$ cat src/rtl/dac_wave_gen.sv
// dac_wave_gen
//   Periodic waveform source for the SPI DAC serializer. Every CLK_DIV
//   cycles one 12-bit sample (sawtooth / triangle / square / hold) is
//   formatted as {CONFIG, sample} and queued in a 2-entry FIFO. The FIFO
//   feeds the serializer over a valid/ready handshake.
//
// Ports
//   clk     in   system clock, rising edge
//   enable  in   synchronous active-low reset (low = held in reset)
//   mode    in   [1:0]  0 sawtooth, 1 triangle, 2 square, 3 hold
//   step    in   [11:0] phase increment per sample
//   word    out  [15:0] DAC command word at the FIFO head
//   valid   out  FIFO not empty
//   ready   in   downstream accepts word
//   overrun out  sticky: a sample was dropped on a full FIFO
module dac_wave_gen #(
  parameter int          CLK_DIV = 64,
  parameter logic [3:0]  CONFIG  = 4'b0001
) (
  input  logic        clk,
  input  logic        enable,
  input  logic [1:0]  mode,
  input  logic [11:0] step,
  output logic [15:0] word,
  output logic        valid,
  input  logic        ready,
  output logic        overrun
);

  localparam logic [15:0] TIMER_RELOAD = 16'(CLK_DIV - 1);

  typedef enum logic [1:0] {
    MODE_SAW  = 2'd0,
    MODE_TRI  = 2'd1,
    MODE_SQR  = 2'd2,
    MODE_HOLD = 2'd3
  } mode_e;

  logic [15:0] timer_q, timer_d;
  logic        tick_q, tick_d;
  logic [11:0] acc_q, acc_d;
  logic [11:0] last_q, last_d;
  logic [15:0] mem_q [2];
  logic [15:0] mem_d [2];
  logic        rd_ptr_q, rd_ptr_d;
  logic [1:0]  count_q, count_d;
  logic        overrun_q, overrun_d;

  logic [11:0] sample;
  logic        pop;
  logic        push_ok;
  logic        wr_ptr;

  // The falling half of the triangle is 4095 - 2*(acc-2048); since
  // 2*(acc-2048) fits in 12 bits, that subtraction is a bitwise invert.
  function automatic logic [11:0] wave_sample(input logic [1:0]  m,
                                              input logic [11:0] a,
                                              input logic [11:0] last);
    logic [11:0] s;
    case (mode_e'(m))
      MODE_SAW: s = a;
      MODE_TRI: s = a[11] ? ~{a[10:0], 1'b0} : {a[10:0], 1'b0};
      MODE_SQR: s = {12{a[11]}};
      default:  s = last;
    endcase
    return s;
  endfunction

  assign valid   = (count_q != 2'd0);
  assign word    = mem_q[rd_ptr_q];
  assign overrun = overrun_q;

  always_comb begin
    timer_d   = timer_q - 16'd1;
    tick_d    = 1'b0;
    acc_d     = acc_q;
    last_d    = last_q;
    mem_d     = mem_q;
    rd_ptr_d  = rd_ptr_q;
    count_d   = count_q;
    overrun_d = overrun_q;

    // The tick is registered, so the sample is taken one cycle after the
    // timer hits zero; this puts the first word CLK_DIV+1 cycles after
    // release while keeping the CLK_DIV spacing between words.
    if (timer_q == 16'd0) begin
      timer_d = TIMER_RELOAD;
      tick_d  = 1'b1;
    end

    sample  = wave_sample(mode, acc_q, last_q);
    pop     = valid && ready;
    // A pop on a full FIFO frees the head slot in the same edge.
    push_ok = tick_q && ((count_q != 2'd2) || pop);
    // Tail slot: head when empty, other slot with one entry, and the
    // slot being popped when full.
    wr_ptr  = rd_ptr_q ^ (count_q == 2'd1);

    if (tick_q) begin
      last_d = sample;
      if (mode_e'(mode) != MODE_HOLD) acc_d = acc_q + step;
      if (!push_ok) overrun_d = 1'b1;
    end

    if (push_ok) mem_d[wr_ptr] = {CONFIG, sample};
    if (pop)     rd_ptr_d = ~rd_ptr_q;

    case ({push_ok, pop})
      2'b10:   count_d = count_q + 2'd1;
      2'b01:   count_d = count_q - 2'd1;
      default: count_d = count_q;
    endcase
  end

  always_ff @(posedge clk) begin
    if (!enable) begin
      timer_q   <= TIMER_RELOAD;
      tick_q    <= 1'b0;
      acc_q     <= 12'd0;
      last_q    <= 12'd0;
      mem_q[0]  <= 16'd0;
      mem_q[1]  <= 16'd0;
      rd_ptr_q  <= 1'b0;
      count_q   <= 2'd0;
      overrun_q <= 1'b0;
    end else begin
      timer_q   <= timer_d;
      tick_q    <= tick_d;
      acc_q     <= acc_d;
      last_q    <= last_d;
      mem_q     <= mem_d;
      rd_ptr_q  <= rd_ptr_d;
      count_q   <= count_d;
      overrun_q <= overrun_d;
    end
  end

endmodule

$ cat config.mk
export PLATFORM = sky130hd
export DESIGN_NAME = dac_wave_gen
export DESIGN_NICKNAME = d
export VERILOG_FILES = /design/src/rtl/dac_wave_gen.sv
export SDC_FILE = /design/constraint.sdc
export NUM_CORES = 1
export LEC_CHECK = 0
export CAP_MARGIN = 10
export CORE_ASPECT_RATIO = 1.75
export CORE_UTILIZATION = 58
export CTS_CLUSTER_DIAMETER = 80
export DETAILED_ROUTE_END_ITERATION = 7
export HOLD_SLACK_MARGIN = 0.08
export PLACE_DENSITY = 0.9
export SLEW_MARGIN = 20
export SYNTH_ARGS = -nofsm -noshare
export SYNTH_HDL_FRONTEND = slang
export SYNTH_SLANG_ARGS = --single-unit
$ cat constraint.sdc
create_clock -name clk -period 3 [get_ports clk]
set_input_delay 0.3 -clock clk [delete_from_list [all_inputs] [get_ports clk]]
set_output_delay 0.3 -clock clk [all_outputs]
set_load 0.03 [all_outputs]
## Word-level counts from Yosys, hierarchy flattened

Index checks and enable logic that the tools add are counted.

- Register bits after elaboration: 77
- Bits of input ports: 17
- Output and inout bits: 18
- Logic and storage cells: 51

- Add/sub/neg operators: 4
- Order comparisons: 3
- Equal/unequal tests: 7
- Mux-type cells: 10
- Bitwise logic cells: 7
- Reduce and logical (&&, ||, !) cells: 11

Operators by type and width:

| cell | count |
|---|---|
| $mux W16 | 4 |
| $pmux W12 S3 | 1 |
| $bwmux W32 | 1 |
| $demux W16 S1 | 1 |
| $logic_not A16 Y1 | 1 |
| $sub A16 B1 Y16 const B | 1 |
| $add A12 B12 Y12 | 1 |
| $mux W12 | 1 |
| $not A12 Y12 | 1 |
| $eq A2 B1 Y1 const B | 3 |
| $eq A2 B2 Y1 const B | 2 |
| $ge A2 B2 Y1 const B | 2 |
| $ne A2 B2 Y1 const B | 2 |
| $not A1 Y2 | 2 |
| $pmux W2 S2 | 1 |
| $reduce_and A2 Y1 | 2 |
| $reduce_bool A2 Y1 | 2 |
| $logic_and A1 B1 Y1 | 3 |
| $not A1 Y1 | 3 |
| $add A2 B1 Y2 const B | 1 |
| $logic_not A2 Y1 | 1 |
| $lt A2 B1 Y1 const B | 1 |
| $reduce_or A2 Y1 | 1 |
| $sub A2 B1 Y2 const B | 1 |
| 3 further kinds | 3 |

## Depth between registers and ports, before layout

Gate-level depths: netlist of the first run.

- Depth in word-level cells: 8
- Mapped depth: 9
- Depth with buffers taken out: 9

## Worst setup path before layout of the first run

OpenSTA, ideal clock, no wires.

- Path type: register to register
- Start: reg acc_q[0]
- End: reg acc_q[10]
- Library setup time: 0.120 ns
- Data arrival time: 2.010 ns
- Data required time: 2.880 ns
- Path slack: 0.870 ns
- Cell stages (with the launch flop): 9
- Buffers on the path: 0
- Period minus slack after synthesis: 2.130 ns
- Cells stage by stage: dfxtp_1 -> ha_1 -> fa_1 -> a21o_1 -> a221oi_1 -> o21ai_0 -> a21oi_1 -> or4b_2 -> nand3_1

- Word-level cells in the longest chain between the ends: 1

Ends and longest elaborated chain:

| item | line | RTL |
|---|---|---|
| start, declared | 41 | `logic [11:0] acc_q, acc_d;` |
| start signal, assigned | 119 | `acc_q <= 12'd0;` |
| start signal, assigned | 129 | `acc_q <= acc_d;` |
| $add A12 B12 Y12 | 101 | `if (mode_e'(mode) != MODE_HOLD) acc_d = acc_q + step;` |

No other way between the ends.
A chain may end at the register's enable or synchronous reset.

## Worst setup path in the final report of the first run

- Start: reg rd_ptr_q
- End: out word[4]

- Word-level cells in the longest chain between the ends: 4

Ends and longest elaborated chain:

| item | line | RTL |
|---|---|---|
| start, declared | 45 | `logic rd_ptr_q, rd_ptr_d;` |
| start signal, assigned | 132 | `rd_ptr_q <= rd_ptr_d;` |
| $not A1 Y2 (implied by the code) | 70 | `assign word = mem_q[rd_ptr_q];` |
| $mux W16 (implied by the code) (3 in series) | 70 |  |
| end, declared | 24 | `output logic [15:0] word,` |

No other way between the ends. The select of a mux whose other input is x is not followed.

==> flow_summary.yaml, run 1 <==
global_routing:
  grt.total_usage_pct: 25.9
  gr-total-overflow: 0
  global_route_wire_length_before_repair_um: 14500
  grt_pass1_vias: 3248
  grt_start_max_net_pins: 25
  number_of_antenna_violations_at_the_first_check_in_global_routing: 0
power_and_ir_drop:
  power.total_w: 0.00220
  max-vdd-ir-drop_mv: 0.352
  comb_power_share_pct: 6.6
  power_report.internal_total_w: 0.00173
  power.leakage_nw: 1.85
  total_switching_power_w: 0.000464
  seqPwrFrac_pct: 43.2
  pwr_density_cell_nw_per_um2: 478
  relative_contribution_of_the_clock_network_to_total_power_pct: 50.2
  p_sw_share_pct: 21.1
synthesis:
  synthesis.instances: 458
  synth_top_family_by_area: "compound AO/OA/AOI/OAI gates"
  ys_seq_area_share_pct: 36.1
  synth.cell_area_sq_um: 3930
  synth_compound_gate_area_share_pct: 18.5
  synth.lib_cells_used.distinct: 47
  muxShareOfSynthArea_pct: 9.07
  yosys_warn_count: 0
  synth_largest_type_area_fraction_pct: 36.1
  netlist.top_cell.by_area: "sky130_fd_sc_hd__dfxtp_1"
  synth_xor_area_share_pct: 7.35
  synth_simple_gate_area_share_pct: 18.3
  post_synth_main_area_contributors: "sky130_fd_sc_hd__dfxtp_1 36%, sky130_fd_sc_hd__xnor2_1 5.6%, sky130_fd_sc_hd__ha_1 5.4%"
  syn-mean-instance-area_sq_um: 8.59
  yosys.area_share.adder_pct: 5.92
  postSynthRegisterBits: 71
clock_tree:
  root_buffer: "sky130_fd_sc_hd__clkbuf_16"
  clk_latency_ns: 0.33
  cts-root-to-sink-buffers: 2
  cts_setup_buffers: 0
  path_clk_slew_ns: 0.05
  cts_inserted_buffers: 9
  clock_sink_count: 71
  cts_htree_levels: 3
  cts_tree: "done"
  cts.hold.buffers_added: 0
  ctsResizeCount: 0
floorplanning:
  std_cell_rows: 39
  die_outline_area_sq_um: 7130
  initial_core_util_pct: 60.1
  dieWidth_um: 64.2
  floorplan.die.height_um: 111
  design.core.area_sq_um: 6540
  boundaryPins: 35
timing:
  period_minus_slack_ns: 2.45
  clock_skew_ns: 0.00639
  setup_repair_after_global_routing_missed_its_margin: "false"
  maxClockFrequency_mhz: 409
  final_min_period_over_clock_period_pct: 81.6
  final-max-slew-violation-count: 0
  worst_slew_margin_rel_pct: 48.5
  finalSetupViolations: 0
  final_number_of_hold_violating_endpoints: 0
  sum_of_negative_setup_slack_ns: 0
  max_slew.worst_pin.slew_ns: 0.773
drt:
  viasPerCell: 5.99
  vias: 3396
  drt_pre_antenna_iters: 4
  postRouteWirelength_um: 8600
  wire_per_inst_um: 15.2
  drt_iter0_drc: 181
  drtAntennaViolNets: 0
  drc: 0
critical_path:
  crit_path_end_kind: "primary output"
  r2r_setup_slack_ns: 0.63
  critical_path_source_type: "flop"
  worst-endpoint-arrival_ns: 2.15
  timing.setup.critical_path_class: "flop to primary output"
  crit_path_max_fanout: 15
  critPathRequiredTime_ns: 2.70
outcome:
  status: "complete, no violations"
run:
  max-cap-violations: 0
finish:
  antenna_cells_inserted: 0
  final_cell_mix: "71 x sky130_fd_sc_hd__dfxtp_1, 36 x sky130_fd_sc_hd__nand2_1, 36 x sky130_fd_sc_hd__a21oi_1"
  drive_gt1_share_pct: 8.87
  layout-area-overhead-vs-synth_pct: 16.9
  layout_commonest_cell: "sky130_fd_sc_hd__dfxtp_1"
  multiInputGateArea_sq_um: 2340
  final-seq-area_sq_um: 1420
  finish.net_count: 515
  n_fill_cell: 510
  post-route-util_pct: 70.3
worst_hold_path:
  timing.hold.worst.class: "flop to flop"
placement:
  io_buffers: 31
  dp_hpwl_um: 6080
  gp_routability_congestion: 0.861
cell type report:
class	count	share of cell area, %
Tap cell	82	2.23
Clock buffer	12	5.14
Sequential cell	71	30.9
Clock inverter	4	1.52
Inverter	8	0.653
Multi-Input combinational cell	347	50.8
Timing Repair Buffer	43	8.71
metal layers:
metal / vias to the layer above / part of all wire (%) / global-route usage [%] / routed length [um]
li1: 1657 / - / - / -
met1: 1617 / 40 / 28.5 / 3440
met2: 98 / 53 / 45.1 / 4600
met3: 24 / 4.0 / 5.86 / 344
met4: 0 / 2.6 / 13.2 / 222
met5: - / 0 / 0 / 0
final timing paths:
check | cells past startpoint | startpoint | endpoint
hold / removal | 1 | timer_q[0] | timer_q[0]
hold reg to reg | 1 | timer_q[0] | timer_q[0]
setup reg to reg | 8 | acc_q[0] | acc_q[10]
setup / recovery | 2 | rd_ptr_q | word[4]
registers in the layout, summed over array words and instances, names as in the netlist:
signal and flops:
last_q 12, count_q 2, overrun 1, mem_q 26, acc_q 12, rd_ptr_q 1
tick_q 1, timer_q 16
cells in the mapped netlist, drive strengths merged:
library cell   n
dfxtp         71
a21oi         36
nand2         36
o21ai         28
nor2          26
nor2b         26
xnor2         25
clkbuf        24
mux2i         21
ha            17
o22ai         16
mux2          13
and2          12
a31oi         11
buf           10
nand3         10
nor3          10
o211a          9
xor2           8
inv            7
a21o           5
nand2b         4
nand4          4
a21boi         3
a221oi         3
and3           3
o21a           3
nor4           2
or4            2
a211o          1
a22o           1
clkinv         1
conb           1
fa             1
nand3b         1
nor4b          1
o211ai         1
o21bai         1
o31ai          1
or2            1
or3            1
or4b           1
power groups by stage:
stage,sequential (W),combinational [W],clock (W)
floorplan,0.000969,0.0000991,0
global placement,0.000969,0.000137,0
detailed placement,0.000970,0.000142,0
CTS,0.000949,0.000144,0.00112
global route,0.000949,0.000159,0.00116
finish,0.000949,0.000146,0.00110
kinds of logic after synthesis:
family	count (synthesis)
muxes	34
buffers and inverters	42
AOI/OAI and AO/OA	119
other	1
DFF	71
adders and majority gates	18
xor gates and xnor gates	33
and+or+nand+nor	140
per-stage QoR:
step | setup WS [ns] | cell area, sq um | cells | hold WS [ns]
after floorplan | 0.870 | 3940 | 460 | 0.371
after global placement | 0.276 | 4290 | 551 | 0.382
after detailed placement | 0.241 | 4290 | 551 | 0.384
after CTS | 0.529 | 4600 | 567 | 0.397
after global routing | 0.441 | 4600 | 567 | 0.409
final | 0.552 | 4600 | 567 | 0.396
critical path: stages (launching register included):
cell and delay [ns]:
sky130_fd_sc_hd__dfxtp_1 0.79, sky130_fd_sc_hd__mux2_2 0.42, sky130_fd_sc_hd__clkdlybuf4s50_1 0.60
(Power assumes the default switching activity.)
==> inputs of run 2 (changes only) <==
==> constraint.sdc (replaced) <==
create_clock -name clk -period 2.5 [get_ports clk]
set_input_delay 0.25 -clock clk [delete_from_list [all_inputs] [get_ports clk]]
set_output_delay 0.25 -clock clk [all_outputs]
set_load 0.03 [all_outputs]
==> flow_summary.yaml, run 2 (same netlist as run 1, synthesis figures left out) <==
critical_path:
  crit_path_max_fanout: 3
  crit_path_end_kind: "flop"
  worst-endpoint-arrival_ns: 2.55
  critPathRequiredTime_ns: 2.77
  timing.setup.critical_path_class: "input port to flop"
  critical_path_source_type: "input port"
floorplanning:
  dieWidth_um: 64.2
  floorplan.die.height_um: 111
  design.core.area_sq_um: 6540
  std_cell_rows: 39
  boundaryPins: 35
  die_outline_area_sq_um: 7130
  initial_core_util_pct: 60.1
clock_tree:
  root_buffer: "sky130_fd_sc_hd__clkbuf_16"
  cts_setup_buffers: 0
  cts-root-to-sink-buffers: 2
  cts_tree: "done"
  path_clk_slew_ns: 0.05
  clk_latency_ns: 0.33
  clock_sink_count: 71
  cts_htree_levels: 3
  cts_inserted_buffers: 9
timing:
  period_minus_slack_ns: 2.27
  setup_repair_after_global_routing_missed_its_margin: "false"
  timing.hold.ws_ns: 0.398
  max_slew.worst_pin.slew_ns: 0.752
  maxClockFrequency_mhz: 440
  final_min_period_over_clock_period_pct: 90.9
  worst_slew_margin_rel_pct: 49.8
  final_number_of_hold_violating_endpoints: 0
  finalSetupViolations: 0
  clock_skew_ns: 0.00434
  final-max-slew-violation-count: 0
finish:
  final_cell_mix: "70 x sky130_fd_sc_hd__dfxtp_1, 36 x sky130_fd_sc_hd__nand2_1, 36 x sky130_fd_sc_hd__a21oi_1"
  largest_reg_flops: 26
  top_regs: "mem_q: 26 flops, timer_q: 16 flops"
  layout-area-overhead-vs-synth_pct: 18.6
  finish.net_count: 523
  n_fill_cell: 492
  multiInputGateArea_sq_um: 2340
  final_area_sq_um: 4660
  top_register: "mem_q"
  drive_gt1_share_pct: 11.0
  antenna_cells_inserted: 0
  final-seq-area_sq_um: 1420
  layout_commonest_cell: "sky130_fd_sc_hd__dfxtp_1"
placement:
  dpl-instance-area_sq_um: 4360
  gp_routability_congestion: 0.894
  io_buffers: 31
  dp_hpwl_um: 6090
power_and_ir_drop:
  p_sw_share_pct: 21.6
  seqPwrFrac_pct: 44.0
  comb_power_share_pct: 7.0
  pwr_density_cell_nw_per_um2: 555
  power_report.internal_total_w: 0.00203
  relative_contribution_of_the_clock_network_to_total_power_pct: 49.0
  max-vdd-ir-drop_mv: 0.314
  power.leakage_nw: 1.89
  total_switching_power_w: 0.000559
global_routing:
  number_of_antenna_violations_at_the_first_check_in_global_routing: 0
  grt_pass1_vias: 3338
  grt.total_usage_pct: 26.1
  gr-total-overflow: 0
  global_route_wire_length_before_repair_um: 14700
  grt_start_max_net_pins: 32
drt:
  wire_per_inst_um: 15.2
  vias: 3399
  drt_pre_antenna_iters: 5
  postRouteWirelength_um: 8730
  drtAntennaViolNets: 0
  drt_iter0_drc: 158
  viasPerCell: 5.92
  drc: 0
worst_hold_path:
  timing.hold.worst.class: "flop to flop"
run:
  max-cap-violations: 0
outcome:
  status: "complete, no violations"
[run 2: changes by cell type in the layout (fill, tap and decap cells not counted), sizes merged]
cell and delta:
clkbuf -1, buf +8, bufinv -1, clkinv +1
[run 2: worst paths after layout]
kind | from | to | slack [ns] | cells past startpoint
setup / recovery | step[0] | acc_q[10] | 0.23 | 10
hold / removal | timer_q[0] | timer_q[0] | 0.40 | 1
setup reg to reg | acc_q[0] | acc_q[10] | 0.25 | 9
hold reg to reg | timer_q[0] | timer_q[0] | 0.40 | 1
[run 2: critical path, cell delays in order]
cell and delay (ns):
sky130_fd_sc_hd__clkdlybuf4s50_1 0.49, sky130_fd_sc_hd__ha_1 0.20, sky130_fd_sc_hd__fa_1 0.20, sky130_fd_sc_hd__a21o_1 0.15, sky130_fd_sc_hd__a221oi_1 0.09, sky130_fd_sc_hd__buf_4 0.15, sky130_fd_sc_hd__o21ai_0 0.17, sky130_fd_sc_hd__a21oi_1 0.11
sky130_fd_sc_hd__or4b_2 0.64, sky130_fd_sc_hd__nand3_1 0.10
[run 2: through the flow]
step | util, % | instances | total power [W] | setup WS (ns) | TNS [ns]
after floorplan | - | 460 | 0.00128 | 0.370 | 0
after global placement | 66.7 | 559 | 0.00133 | -0.0633 | -0.0633
after detailed placement | 66.7 | 559 | 0.00134 | -0.119 | -0.168
after CTS | 71.3 | 574 | 0.00260 | 0.160 | 0
after global routing | 71.3 | 574 | 0.00267 | 0.0686 | 0
final | 71.3 | 574 | 0.00259 | 0.227 | 0
[run 2: area by class of cell]
cell class                      count  share of cell area, %
Sequential cell                    71                   30.5
Timing Repair Buffer               51                   10.1
Multi-Input combinational cell    347                   50.1
Clock inverter                      4                  0.966
Inverter                            8                  0.644
Tap cell                           82                   2.20
Clock buffer                       11                   5.42
[run 2: power groups by stage]
| stage | registers, W | logic [W] | clock network, W |
|---|---|---|---|
| CTS | 0.00114 | 0.000179 | 0.00128 |
| global route | 0.00114 | 0.000196 | 0.00134 |
| floorplan | 0.00116 | 0.000119 | 0 |
| global placement | 0.00116 | 0.000168 | 0 |
| finish | 0.00114 | 0.000180 | 0.00127 |
| detailed placement | 0.00116 | 0.000175 | 0 |
[run 2: per-layer routing]
layer  vias up  GRT usage, %  share of wire, %
met1      1608          27.2                38
met4         0          14.5               3.2
met5         -             0                 0
li1       1670             -                 -
met3        22          5.97               4.2
met2        99          46.3                54
[run 2: what timing repair did]
action / 4_1_cts / 5_1_grt
endpoints found under the setup margin: 0 / 1
hold buffers: 0 / 0
gates resized for setup: 0 / 1
==> inputs of run 3 (changes only) <==
--- a/config.mk
+++ b/config.mk
@@ -7,11 +7,12 @@
 export LEC_CHECK = 0
 export CAP_MARGIN = 10
 export CORE_ASPECT_RATIO = 1.75
-export CORE_UTILIZATION = 58
+export CORE_UTILIZATION = 60
+export CTS_BUF_LIST = sky130_fd_sc_hd__clkbuf_8
 export CTS_CLUSTER_DIAMETER = 80
 export DETAILED_ROUTE_END_ITERATION = 7
 export HOLD_SLACK_MARGIN = 0.08
-export PLACE_DENSITY = 0.9
+export PLACE_DENSITY = 0.93
 export SLEW_MARGIN = 20
 export SYNTH_ARGS = -nofsm -noshare
 export SYNTH_HDL_FRONTEND = slang
==> flow_summary.yaml, run 3 (same netlist as run 1, synthesis figures left out) <==
drt:
  drtAntennaViolNets: 0
  vias: 3398
  wire_per_inst_um: 14.9
  postRouteWirelength_um: 8510
  drt_iter0_drc: 154
  drt_pre_antenna_iters: 5
  viasPerCell: 5.96
  drc: 0
finish:
  top_regs: "mem_q: 26 flops, timer_q: 16 flops"
  layout-area-overhead-vs-synth_pct: 15.6
  largest_reg_flops: 26
  layout_commonest_cell: "sky130_fd_sc_hd__dfxtp_1"
  drive_gt1_share_pct: 10.4
  antenna_cells_inserted: 0
  top_register: "mem_q"
  finish.net_count: 520
  post-route-util_pct: 72.4
  final_cell_mix: "71 x sky130_fd_sc_hd__dfxtp_1, 36 x sky130_fd_sc_hd__nand2_1, 36 x sky130_fd_sc_hd__a21oi_1"
  finish.cell_count_without_fillers: 570
clock_tree:
  root_buffer: "sky130_fd_sc_hd__clkbuf_8"
  path_clk_slew_ns: 0.07
  cts_tree: "done"
  cts-root-to-sink-buffers: 2
  cts_htree_levels: 3
  cts_inserted_buffers: 9
  clock_sink_count: 71
  cts_setup_buffers: 0
  ctsResizeCount: 0
  clk_latency_ns: 0.35
  cts.hold.buffers_added: 0
timing:
  setup_repair_after_global_routing_missed_its_margin: "false"
  final_number_of_hold_violating_endpoints: 0
  maxClockFrequency_mhz: 438
  final-max-slew-violation-count: 0
  sum_of_negative_setup_slack_ns: 0
  worst_slew_margin_rel_pct: 50.1
  final_min_period_over_clock_period_pct: 91.3
  period_minus_slack_ns: 2.28
  clock_skew_ns: 0.0104
  max_slew.worst_pin.slew_ns: 0.749
  finalSetupViolations: 0
  final_critical_path_setup_slack_ns: 0.217
global_routing:
  grt_start_max_net_pins: 60
  grt_pass1_vias: 3276
  number_of_antenna_violations_at_the_first_check_in_global_routing: 0
  gr-total-overflow: 0
  grt.total_usage_pct: 26.7
  global_route_wire_length_before_repair_um: 14500
critical_path:
  critPathRequiredTime_ns: 2.79
  critical_path_source_type: "flop"
  crit_buf_inv: 0
  top_family_by_delay_on_critical_path: "simple AND/OR/NAND/NOR gates"
  crit_path_max_fanout: 6
  crit_path_end_kind: "flop"
  crit_path_cell_trace: "ha_1 -> fa_1 -> a21o_1 -> a221oi_1 -> o21ai_0 -> a21oi_1 -> or4b_2 -> nand3_1"
  cpPeakStageDelay_ns: 0.63
  worst-endpoint-arrival_ns: 2.57
  timing.critical_path.slowest_stage_cell: "sky130_fd_sc_hd__or4b_2"
  timing.setup.critical_path_class: "flop to flop"
placement:
  placement.setup.worst_slack_ns: -0.0973
  gp_routability_congestion: 0.878
  dp_hpwl_um: 6050
  place.detailed.instances: 554
  io_buffers: 31
power_and_ir_drop:
  relative_contribution_of_the_clock_network_to_total_power_pct: 41.7
  power.total_w: 0.00225
  power.leakage_nw: 1.83
  seqPwrFrac_pct: 50.5
  pwr_density_cell_nw_per_um2: 495
  power_report.internal_total_w: 0.00172
  comb_power_share_pct: 7.7
  max-vdd-ir-drop_mv: 0.421
  total_switching_power_w: 0.000527
  p_sw_share_pct: 23.4
outcome:
  status: "complete, no violations"
worst_hold_path:
  timing.hold.worst.class: "flop to flop"
floorplanning:
  initial_core_util_pct: 62.7
  die_outline_area_sq_um: 6890
  design.core.area_sq_um: 6280
  std_cell_rows: 38
  floorplan.die.height_um: 109
  boundaryPins: 35
  dieWidth_um: 63.2
run:
  max-cap-violations: 0
## run 3: cell count changes in the layout (fill, tap and decap cells not counted)
cell	before	now
sky130_fd_sc_hd__dfxtp_2	1	0
sky130_fd_sc_hd__clkbuf_16	9	0
sky130_fd_sc_hd__clkinv_4	0	1
sky130_fd_sc_hd__dfxtp_1	70	71
sky130_fd_sc_hd__clkinv_2	3	2
sky130_fd_sc_hd__clkinvlp_4	0	1
sky130_fd_sc_hd__clkbuf_8	2	11
sky130_fd_sc_hd__buf_4	19	16
## run 3: routing by layer
layer,wire length (um),track usage (%),share of wire (%),vias up
li1,-,-,-,1656
met2,4700,51.1,55,83
met4,167,12.7,2.0,0
met3,279,5.33,3.3,16
met5,0,0,0,-
met1,3360,27.3,39,1643
## run 3: path summary, 6_finish.rpt
check                  start          to  cells after the start  slack, ns
setup reg to reg    acc_q[0]   acc_q[10]                      8       0.22
hold / removal    timer_q[0]  timer_q[0]                      1       0.40
setup / recovery    acc_q[0]   acc_q[10]                      8       0.22
hold reg to reg   timer_q[0]  timer_q[0]                      1       0.40
## run 3: stage by stage
stage / hold WS [ns] / area [sq um]
6_report: 0.398 / 4550
5_1_grt: 0.417 / 4550
4_1_cts: 0.402 / 4550
3_5_place_dp: 0.385 / 4340
3_3_place_gp: 0.382 / 4340
2_1_floorplan: 0.371 / 3940
## run 3: area by class of cell
| class | instances | area (sq um) |
|---|---|---|
| Fill cell | 475 | 1730 |
| Clock inverter | 5 | 56.3 |
| Tap cell | 80 | 100 |
| Sequential cell | 71 | 1420 |
| Clock buffer | 11 | 151 |
| Multi-Input combinational cell | 347 | 2340 |
| Timing Repair Buffer | 48 | 450 |
| Inverter | 8 | 30.0 |
## run 3: power by group through the flow
stage	combinational (W)	clock [W]	sequential, W
detailed placement	0.000171	0	0.00116
floorplan	0.000119	0	0.00116
global placement	0.000165	0	0.00116
finish	0.000174	0.000939	0.00114
global route	0.000192	0.000998	0.00114
CTS	0.000172	0.000954	0.00114
